===== src/rtl/ahb_req_arbiter.sv =====
// Round-robin arbiter plus single-beat AHB master sharing one AHB slave between NREQ requesters.
// Pipelined address/data phases; two-cycle ERROR/RETRY/SPLIT responses cancel and re-issue.
module ahb_req_arbiter #(
    parameter int unsigned NREQ      = 2,
    parameter int unsigned AW        = 3,
    parameter int unsigned DW        = 8,
    parameter int unsigned MAX_RETRY = 3
) (
    input  logic                 hclk,
    input  logic                 hresetn,
    input  logic [NREQ-1:0]      req_valid,
    output logic [NREQ-1:0]      req_ready,
    input  logic [NREQ-1:0]      req_write,
    input  logic [NREQ*AW-1:0]   req_addr,
    input  logic [NREQ*DW-1:0]   req_wdata,
    output logic [NREQ-1:0]      rsp_valid,
    output logic [DW-1:0]        rsp_rdata,
    output logic                 rsp_err,
    output logic [1:0]           htrans,
    output logic [AW-1:0]        haddr,
    output logic                 hwrite,
    output logic [2:0]           hsize,
    output logic [2:0]           hburst,
    output logic [DW-1:0]        hwdata,
    input  logic [DW-1:0]        hrdata,
    input  logic                 hready,
    input  logic [1:0]           hresp
);

    localparam int unsigned IW = (NREQ > 1) ? $clog2(NREQ) : 1;
    localparam int unsigned RW = (MAX_RETRY > 0) ? $clog2(MAX_RETRY + 1) : 1;

    localparam logic [1:0] RespOkay    = 2'b00;
    localparam logic [1:0] RespError   = 2'b01;
    localparam logic [1:0] TransIdle   = 2'b00;
    localparam logic [1:0] TransNonseq = 2'b10;

    typedef enum logic [1:0] {StRun, StCancel, StReissue} state_e;

    typedef struct packed {
        logic          valid;
        logic [IW-1:0] id;
        logic          write;
        logic [AW-1:0] addr;
        logic [DW-1:0] wdata;
        logic [RW-1:0] retry;
    } xfer_t;

    state_e          fsm_q, fsm_d;
    xfer_t           ap_q, ap_d;
    xfer_t           dp_q, dp_d;
    xfer_t           hold_q, hold_d;
    logic [1:0]      cresp_q, cresp_d;
    logic [IW-1:0]   last_grant_q, last_grant_d;
    logic [NREQ-1:0] rsp_valid_q, rsp_valid_d;
    logic [DW-1:0]   rsp_rdata_q, rsp_rdata_d;
    logic            rsp_err_q, rsp_err_d;

    logic            grant_found;
    logic [IW-1:0]   grant_idx;
    logic            advance;
    logic            accept;
    xfer_t           new_xfer;

    function automatic logic [IW-1:0] rr_idx(input logic [IW-1:0] base, input int unsigned k);
        return IW'((32'(base) + k) % NREQ);
    endfunction

    assign advance = hready && (hresp == RespOkay);

    // Search begins one past the last winner so every requester gets a turn.
    always_comb begin
        grant_found = 1'b0;
        grant_idx   = '0;
        for (int unsigned k = 1; k <= NREQ; k++) begin
            if (!grant_found && req_valid[rr_idx(last_grant_q, k)]) begin
                grant_found = 1'b1;
                grant_idx   = rr_idx(last_grant_q, k);
            end
        end
    end

    assign accept    = hresetn && (fsm_q == StRun) && (!ap_q.valid || advance) && grant_found;
    assign req_ready = accept ? (NREQ'(1) << grant_idx) : '0;

    always_comb begin
        new_xfer       = '0;
        new_xfer.valid = 1'b1;
        new_xfer.id    = grant_idx;
        new_xfer.write = req_write[grant_idx];
        new_xfer.addr  = req_addr[grant_idx*AW +: AW];
        new_xfer.wdata = req_wdata[grant_idx*DW +: DW];
    end

    always_comb begin
        fsm_d        = fsm_q;
        ap_d         = ap_q;
        dp_d         = dp_q;
        hold_d       = hold_q;
        cresp_d      = cresp_q;
        last_grant_d = accept ? grant_idx : last_grant_q;
        rsp_valid_d  = '0;
        rsp_rdata_d  = rsp_rdata_q;
        rsp_err_d    = rsp_err_q;

        unique case (fsm_q)
            StRun: begin
                if (advance) begin
                    if (dp_q.valid) begin
                        rsp_valid_d[dp_q.id] = 1'b1;
                        rsp_rdata_d          = dp_q.write ? '0 : hrdata;
                        rsp_err_d            = 1'b0;
                    end
                    dp_d = ap_q;
                    ap_d = accept ? new_xfer : '0;
                end else begin
                    if (accept) begin
                        ap_d = new_xfer;
                    end
                    if (!hready && (hresp != RespOkay)) begin
                        fsm_d   = StCancel;
                        cresp_d = hresp;
                    end
                end
            end
            StCancel: begin
                if (hready) begin
                    fsm_d = StReissue;
                    dp_d  = '0;
                    if (dp_q.valid) begin
                        if ((cresp_q == RespError) || (dp_q.retry >= RW'(MAX_RETRY))) begin
                            rsp_valid_d[dp_q.id] = 1'b1;
                            rsp_rdata_d          = '0;
                            rsp_err_d            = 1'b1;
                        end else begin
                            // Retried transfer goes out first; the pending one waits in hold.
                            ap_d       = dp_q;
                            ap_d.retry = dp_q.retry + 1'b1;
                            hold_d     = ap_q;
                        end
                    end
                end
            end
            StReissue: begin
                if (advance) begin
                    dp_d   = ap_q;
                    ap_d   = hold_q;
                    hold_d = '0;
                    fsm_d  = StRun;
                end else if (!hready && (hresp != RespOkay)) begin
                    fsm_d   = StCancel;
                    cresp_d = hresp;
                end
            end
            default: fsm_d = StRun;
        endcase
    end

    always_ff @(posedge hclk) begin
        if (!hresetn) begin
            fsm_q        <= StRun;
            ap_q         <= '0;
            dp_q         <= '0;
            hold_q       <= '0;
            cresp_q      <= RespOkay;
            last_grant_q <= '0;
            rsp_valid_q  <= '0;
            rsp_rdata_q  <= '0;
            rsp_err_q    <= 1'b0;
        end else begin
            fsm_q        <= fsm_d;
            ap_q         <= ap_d;
            dp_q         <= dp_d;
            hold_q       <= hold_d;
            cresp_q      <= cresp_d;
            last_grant_q <= last_grant_d;
            rsp_valid_q  <= rsp_valid_d;
            rsp_rdata_q  <= rsp_rdata_d;
            rsp_err_q    <= rsp_err_d;
        end
    end

    // The address phase is cancelled on the second cycle of an error-class response.
    assign htrans    = (ap_q.valid && (fsm_q != StCancel)) ? TransNonseq : TransIdle;
    assign haddr     = ap_q.addr;
    assign hwrite    = ap_q.write;
    assign hsize     = 3'b000;
    assign hburst    = 3'b000;
    assign hwdata    = (dp_q.valid && dp_q.write) ? dp_q.wdata : '0;
    assign rsp_valid = rsp_valid_q;
    assign rsp_rdata = rsp_rdata_q;
    assign rsp_err   = rsp_err_q;

endmodule


===== config.mk =====
export PLATFORM = sky130hd
export DESIGN_NAME = ahb_req_arbiter
export DESIGN_NICKNAME = d
export VERILOG_FILES = /design/src/rtl/ahb_req_arbiter.sv
export SDC_FILE = /design/constraint.sdc
export NUM_CORES = 1
export LEC_CHECK = 0
export CAP_MARGIN = 20
export CORE_ASPECT_RATIO = 0.75
export CORE_MARGIN = 3
export CORE_UTILIZATION = 50
export CTS_CLUSTER_DIAMETER = 50
export DETAILED_ROUTE_END_ITERATION = 12
export GPL_TIMING_DRIVEN = 0
export PLACE_DENSITY = 0.76
export SLEW_MARGIN = 15
export SYNTH_ARGS = -nofsm -noshare
export SYNTH_HDL_FRONTEND = slang
export SYNTH_SLANG_ARGS = --single-unit

===== constraint.sdc =====
create_clock -name hclk -period 5.77 [get_ports hclk]
set_input_delay 1.154 -clock hclk [delete_from_list [all_inputs] [get_ports hclk]]
set_output_delay 1.154 -clock hclk [all_outputs]
set_load 0.03 [all_outputs]

### Word-level counts from Yosys, hierarchy flattened

Cells that the tools add are included.

* magnitude comparators: 6
* bitwise gates (word level): 1
* mux-type cells: 55
* shift operators: 3
* multiply operators: 1
* $add $sub $neg: 3
* equality and inequality tests: 14
* reductions and logical operators: 28

Operators with widths (count)
* $mux 16: 13
* $pmux 16 s2: 2
* $mux 8: 7
* $pmux 16 s3: 1
* $mux 2: 11
* $mux 1: 16
* $ne 2x2->1 const B: 8
* $pmux 8 s2: 1
* $shiftx 16x5->8: 1
* $reduce_and 6->1: 2
* $logic_and 1x1->1: 9
* $lt 1x2->1 const B: 4
* $reduce_bool 2->1: 4
* $pmux 2 s3: 1
* $reduce_and 3->1: 2
* $shiftx 6x4->3: 1
* $reduce_and 5->1: 1
* $eq 2x1->1 const B: 2
* $logic_not 2->1: 2
* $ne 2x1->1 const B: 2
* $pmux 2 s2: 1
* $logic_not 1->1: 3
* $mul 1x2->3 const B: 1
* $ne 3x3->1 const B: 1
* other kinds (13): 15

* word-level logic and storage cells: 135
* bits of input ports: 39
* output and inout port bits: 33
* flip-flop bits (word level): 64

### Longest topological paths before layout

Gate-level depths: netlist of the first run.

* depth after elaboration: 12
* depth in mapped cells: 10
* mapped depth without buffers: 7

### Least setup slack after synthesis of the first run

Ideal clock, no wire load.

* path type: input port to output port
* start: input hready
* end: output req_ready[0]
* path buffers: 2
* slack: 2.164 ns
* stages: 5
* data required time: 4.616 ns
* arrival time: 2.452 ns
* cells stage by stage: buf_6 or3b_1 buf_6 a21o_2 a21oi_1

* word-level cells in the longest chain between the ends: 5

Ends and longest elaborated chain
* from (decl): RTL line 26 `input logic hready,`
* $logic_and 1x1->1: RTL line 69 `assign advance = hready && (hresp == RespOkay);`
* $logic_or 1x1->1: RTL line 83 `assign accept = hresetn && (fsm_q == StRun) && (!ap_q.valid || advance) && grant_found;`
* $logic_and 1x1->1 (2 in a row): RTL line 83
* $mux 2: RTL line 84 `assign req_ready = accept ? (NREQ'(1) << grant_idx) : '0;`
* to (decl): RTL line 12 `output logic [NREQ-1:0] req_ready,`

Every way passes these cells.

### Worst setup path in the final report of the first run

* start: input req_valid[0]
* end: output req_ready[1]

* word-level cells in the longest chain between the ends: 8
* elaborated cells on any way between the ends: 13
* classes of those cells: 1 x shift; 9 x mux; 3 x reduce/logical

Ends and longest elaborated chain
* from (decl): RTL line 11 `input logic [NREQ-1:0] req_valid,`
* $mux 1 (not written as such) (2 in a row): RTL line 76 `if (!grant_found && req_valid[rr_idx(last_grant_q, k)]) begin`
* $mux 1: RTL line 76
* $logic_not 1->1: RTL line 76
* $logic_and 1x1->1: RTL line 76
* $mux 1: RTL line 76
* $shl 1x1->2 or $logic_and 1x1->1 (tied branches): RTL line 84, 83
* $mux 2 *: RTL line 84

Every way passes the cells marked *; elsewhere a longest branch is shown, timed or not. The select of a mux whose other input is x is not followed.

==> qor.txt, run 1 <==
outcome: finished, final reports clean
crit path max fanout: 10
Worst VDD drop: 0.000241 V
Yosys reg bits: 64
area leader, netlist: dfxtp_1
root buf cell: clkbuf_8
mux cell area share after synthesis: 4.10%
first-pass GRT wire length: 13.6 mm
Synth Area in Adders: 1.97%
CTS clk-pin slew, worst paths: 70 ps
worst slew pin tran: 739 ps
core footprint: 5980 sq um
Int Pwr: 0.000809 W
Die Wd: 98.0 um
largest net degree at the start of global routing: 12
n_diodes: 0
via count: 2905
DR vias/cell: 5.62
Worst setup EP type: output pin
iteration-0 DRC count of the detailed router: 210
die span in y: 75.0 um
Synth area leaders: dfxtp_1, a22o_1, a21boi_0
final hold violation count: 0
I/O pin cnt: 72
net switching power: 0.000419 W
H-tree depth: 3
CTS Buffer Depth: 2
Post-Route Skew: 7.29 ps
Leak: 1.58 nW
vias in the first global route: 2700
Critical Path RT: 4620 ps
Final Power: 0.00123 W
RSZ-0062 raised after global routing: no
Initial Util: 53.1%
Hold Crit Class: reg2reg
Yosys top cell area share: 40.4%
Synth Area in XOR/XNOR: 0%
Final min period: 4450 ps
row count: 24
Clock Sinks: 64
PD cells: 299 nW/um^2
drt pass-1 iters: 5
initial antenna violation count: 0
Num CTS Buffers: 9
Tcrit/Tclk final: 77.1%
post-CTS setup buffers: 0
asr flop ratio synth: 0%
post-route design area: 4110 sq um
full die area: 7340 sq um
DRT antenna net count: 0
Fmax achieved: 225 MHz
crit path kind: in2out
Post-synth top flop: dfxtp_1
post-route setup TNS: 0 ps
critical path data arrival time: 3290 ps
DPL Wire Length: 5.97 mm
routed wire length: 8.62 mm
Netlist cell types: 46
Clock Latency Late Sink: 340 ps
most frequent cell after synthesis: dfxtp_1
Core Util, Final: 68.8%
CTS Hold Buffers Added: 0
share of cells above drive strength 1: 12.1%
Synthesis Warnings: 0
WL per Instance: 16.7 um
Setup-failing EPs final: 0
Area after DPL: 3920 sq um
largest family of logic cells by synthesized area: compound AO/OA/AOI/OAI gates
Comb pwr share: 28.8%
switching part of the total power: 34.1%
Worst setup SP type: primary input
Final GP Congestion: 0.876
Final Max Tran Viols: 0
Clk pwr share: 30.3%
Mean Syn Cell Area: 8.96 sq um
Slew Limit Headroom: 50.8%
Max Cap Viol: 0
post-synthesis compound-gate area fraction: 26.8%
GRT overflow: 0
Port-buffer cells: 63
Area Growth Syn to Fin: 29.6%
register area share after synthesis: 40.4%
Layout Nets: 478
GRT Total Usage: 23.8%
Post-Syn Instances: 354
Synth top cells by count: dfxtp_1, nand2_1, a22o_1, nand3_1, a21boi_0
CTS tree: built
drt drc: 0
Simple-Gate Fraction of Synth Area: 18.7%
area of the mapped netlist: 3170 sq um
sequential power share: 40.9%
Post-synth EDFFs: 0
# resized after CTS: 0
metrics by stage:
stage | hold slack (ps) | cells | setup WS, ps
CTS | 466 | 517 | 1280
global placement | 449 | 501 | 1300
global route | 493 | 517 | 1170
floorplan | 426 | 360 | 2160
detailed placement | 456 | 501 | 1300
finish | 466 | 517 | 1320
cell usage in the layout (no fill, tap or decap), types with 6 or more instances in the layout:
| cell type | n |
|---|---|
| mux2i_1 | 13 |
| nor2_1 | 11 |
| conb_1 | 7 |
| and3_1 | 8 |
| o21ai_0 | 19 |
| nand2b_1 | 9 |
| buf_4 | 11 |
| dfxtp_1 | 64 |
| a21boi_0 | 27 |
| nand3_1 | 29 |
| clkdlybuf4s50_1 | 63 |
| clkbuf_1 | 15 |
| nand2_1 | 43 |
| clkbuf_8 | 9 |
| a22o_1 | 37 |
| buf_2 | 6 |
power groups by stage:
stage	clock [W]	combinational, W	sequential [W]
after floorplan	0	0.000230	0.000507
after global placement	0	0.000343	0.000511
after detailed placement	0	0.000346	0.000511
after CTS	0.000377	0.000349	0.000501
after global routing	0.000399	0.000379	0.000506
final	0.000372	0.000353	0.000503
sequential cells by signal (all words and copies together), names as in the netlist:
register      flops
ap_q             12
cresp_q           2
dp_q             16
fsm_q             2
haddr             3
hold_q           16
hwrite            1
last_grant_q      1
rsp_err           1
rsp_rdata         8
rsp_valid         2
final timing paths:
kind | startpoint | endpoint | slack (ps) | cells past startpoint
max | req_valid[0] | req_ready[1] | 1320 | 6
min | dp_q[12] | dp_q[12] | 470 | 2
max reg2reg | fsm_q[0] | dp_q[6] | 3230 | 10
min reg2reg | dp_q[12] | dp_q[12] | 470 | 2
routing by layer:
layer	wire [um]	vias up	part of all wire, %	GRT usage, %
li1	-	1417	-	-
met1	4140	1349	48	33.3
met2	3670	133	43	36.7
met3	740	6	8.6	6.85
met4	61	0	0.71	6.14
met5	0	-	0	0
worst max-delay path, stage by stage:
cell	delay [ps]
clkdlybuf4s50_1	490
nand2_1	70
nand2_1	200
buf_1	600
nor2_1	150
clkdlybuf4s50_1	630
cells by family (layout without fill, tap and decap cells):
kind of cell	count (synthesis)	after routing
and+or+nand+nor	118	118
buffers and inverters	44	123
adders and majority gates	5	5
AOI/OAI and AO/OA	109	109
DFF	64	64
muxes	13	13
other	1	7
cell type report:
type	instances	area, sq um
plain buffers	39	233
clock buffers	10	128
clock inverters	6	60.1
fillers	493	1870
inverters	5	18.8
multi-input cells	252	1660
flip-flops and latches	64	1280
well taps	78	97.6
repair buffers	63	631
No activity file was read; power rests on OpenSTA's default activity.
==> inputs of run 2 (changes only) <==
- clock period: 5.77 -> 4.3 ns (I/O delays scaled with it)
==> results of run 2 <==
The final DEF is identical to that of run 1. Status: finished, final reports clean.
Among the figures that moved: setup slack after placement 1300 ps -> 420 ps; setup slack after layout 1320 ps -> 441 ps; register-to-register setup slack 3230 ps -> 1760 ps; total power 0.00123 W -> 0.00165 W; worst IR drop on VDD 0.000241 V -> 0.000323 V
==> inputs of run 3 (changes only) <==
==> constraint.sdc (replaced) <==
create_clock -name hclk -period 4.3 [get_ports hclk]
set_input_delay 0.43 -clock hclk [delete_from_list [all_inputs] [get_ports hclk]]
set_output_delay 0.43 -clock hclk [all_outputs]
set_load 0.03 [all_outputs]
==> results of run 3 <==
The final DEF is identical to that of run 1. Status: finished, final reports clean.
Among the figures that moved: setup slack after placement 1300 ps -> 1280 ps; setup slack after layout 1320 ps -> 1040 ps; hold slack 466 ps -> 461 ps; start point of the critical path req_valid[0] -> fsm_q[0]; end point of the critical path req_ready[1] -> htrans[1]; register-to-register setup slack 3230 ps -> 1760 ps; end point of the worst hold path dp_q[12] -> cresp_q[0]; total power 0.00123 W -> 0.00165 W; worst IR drop on VDD 0.000241 V -> 0.000323 V
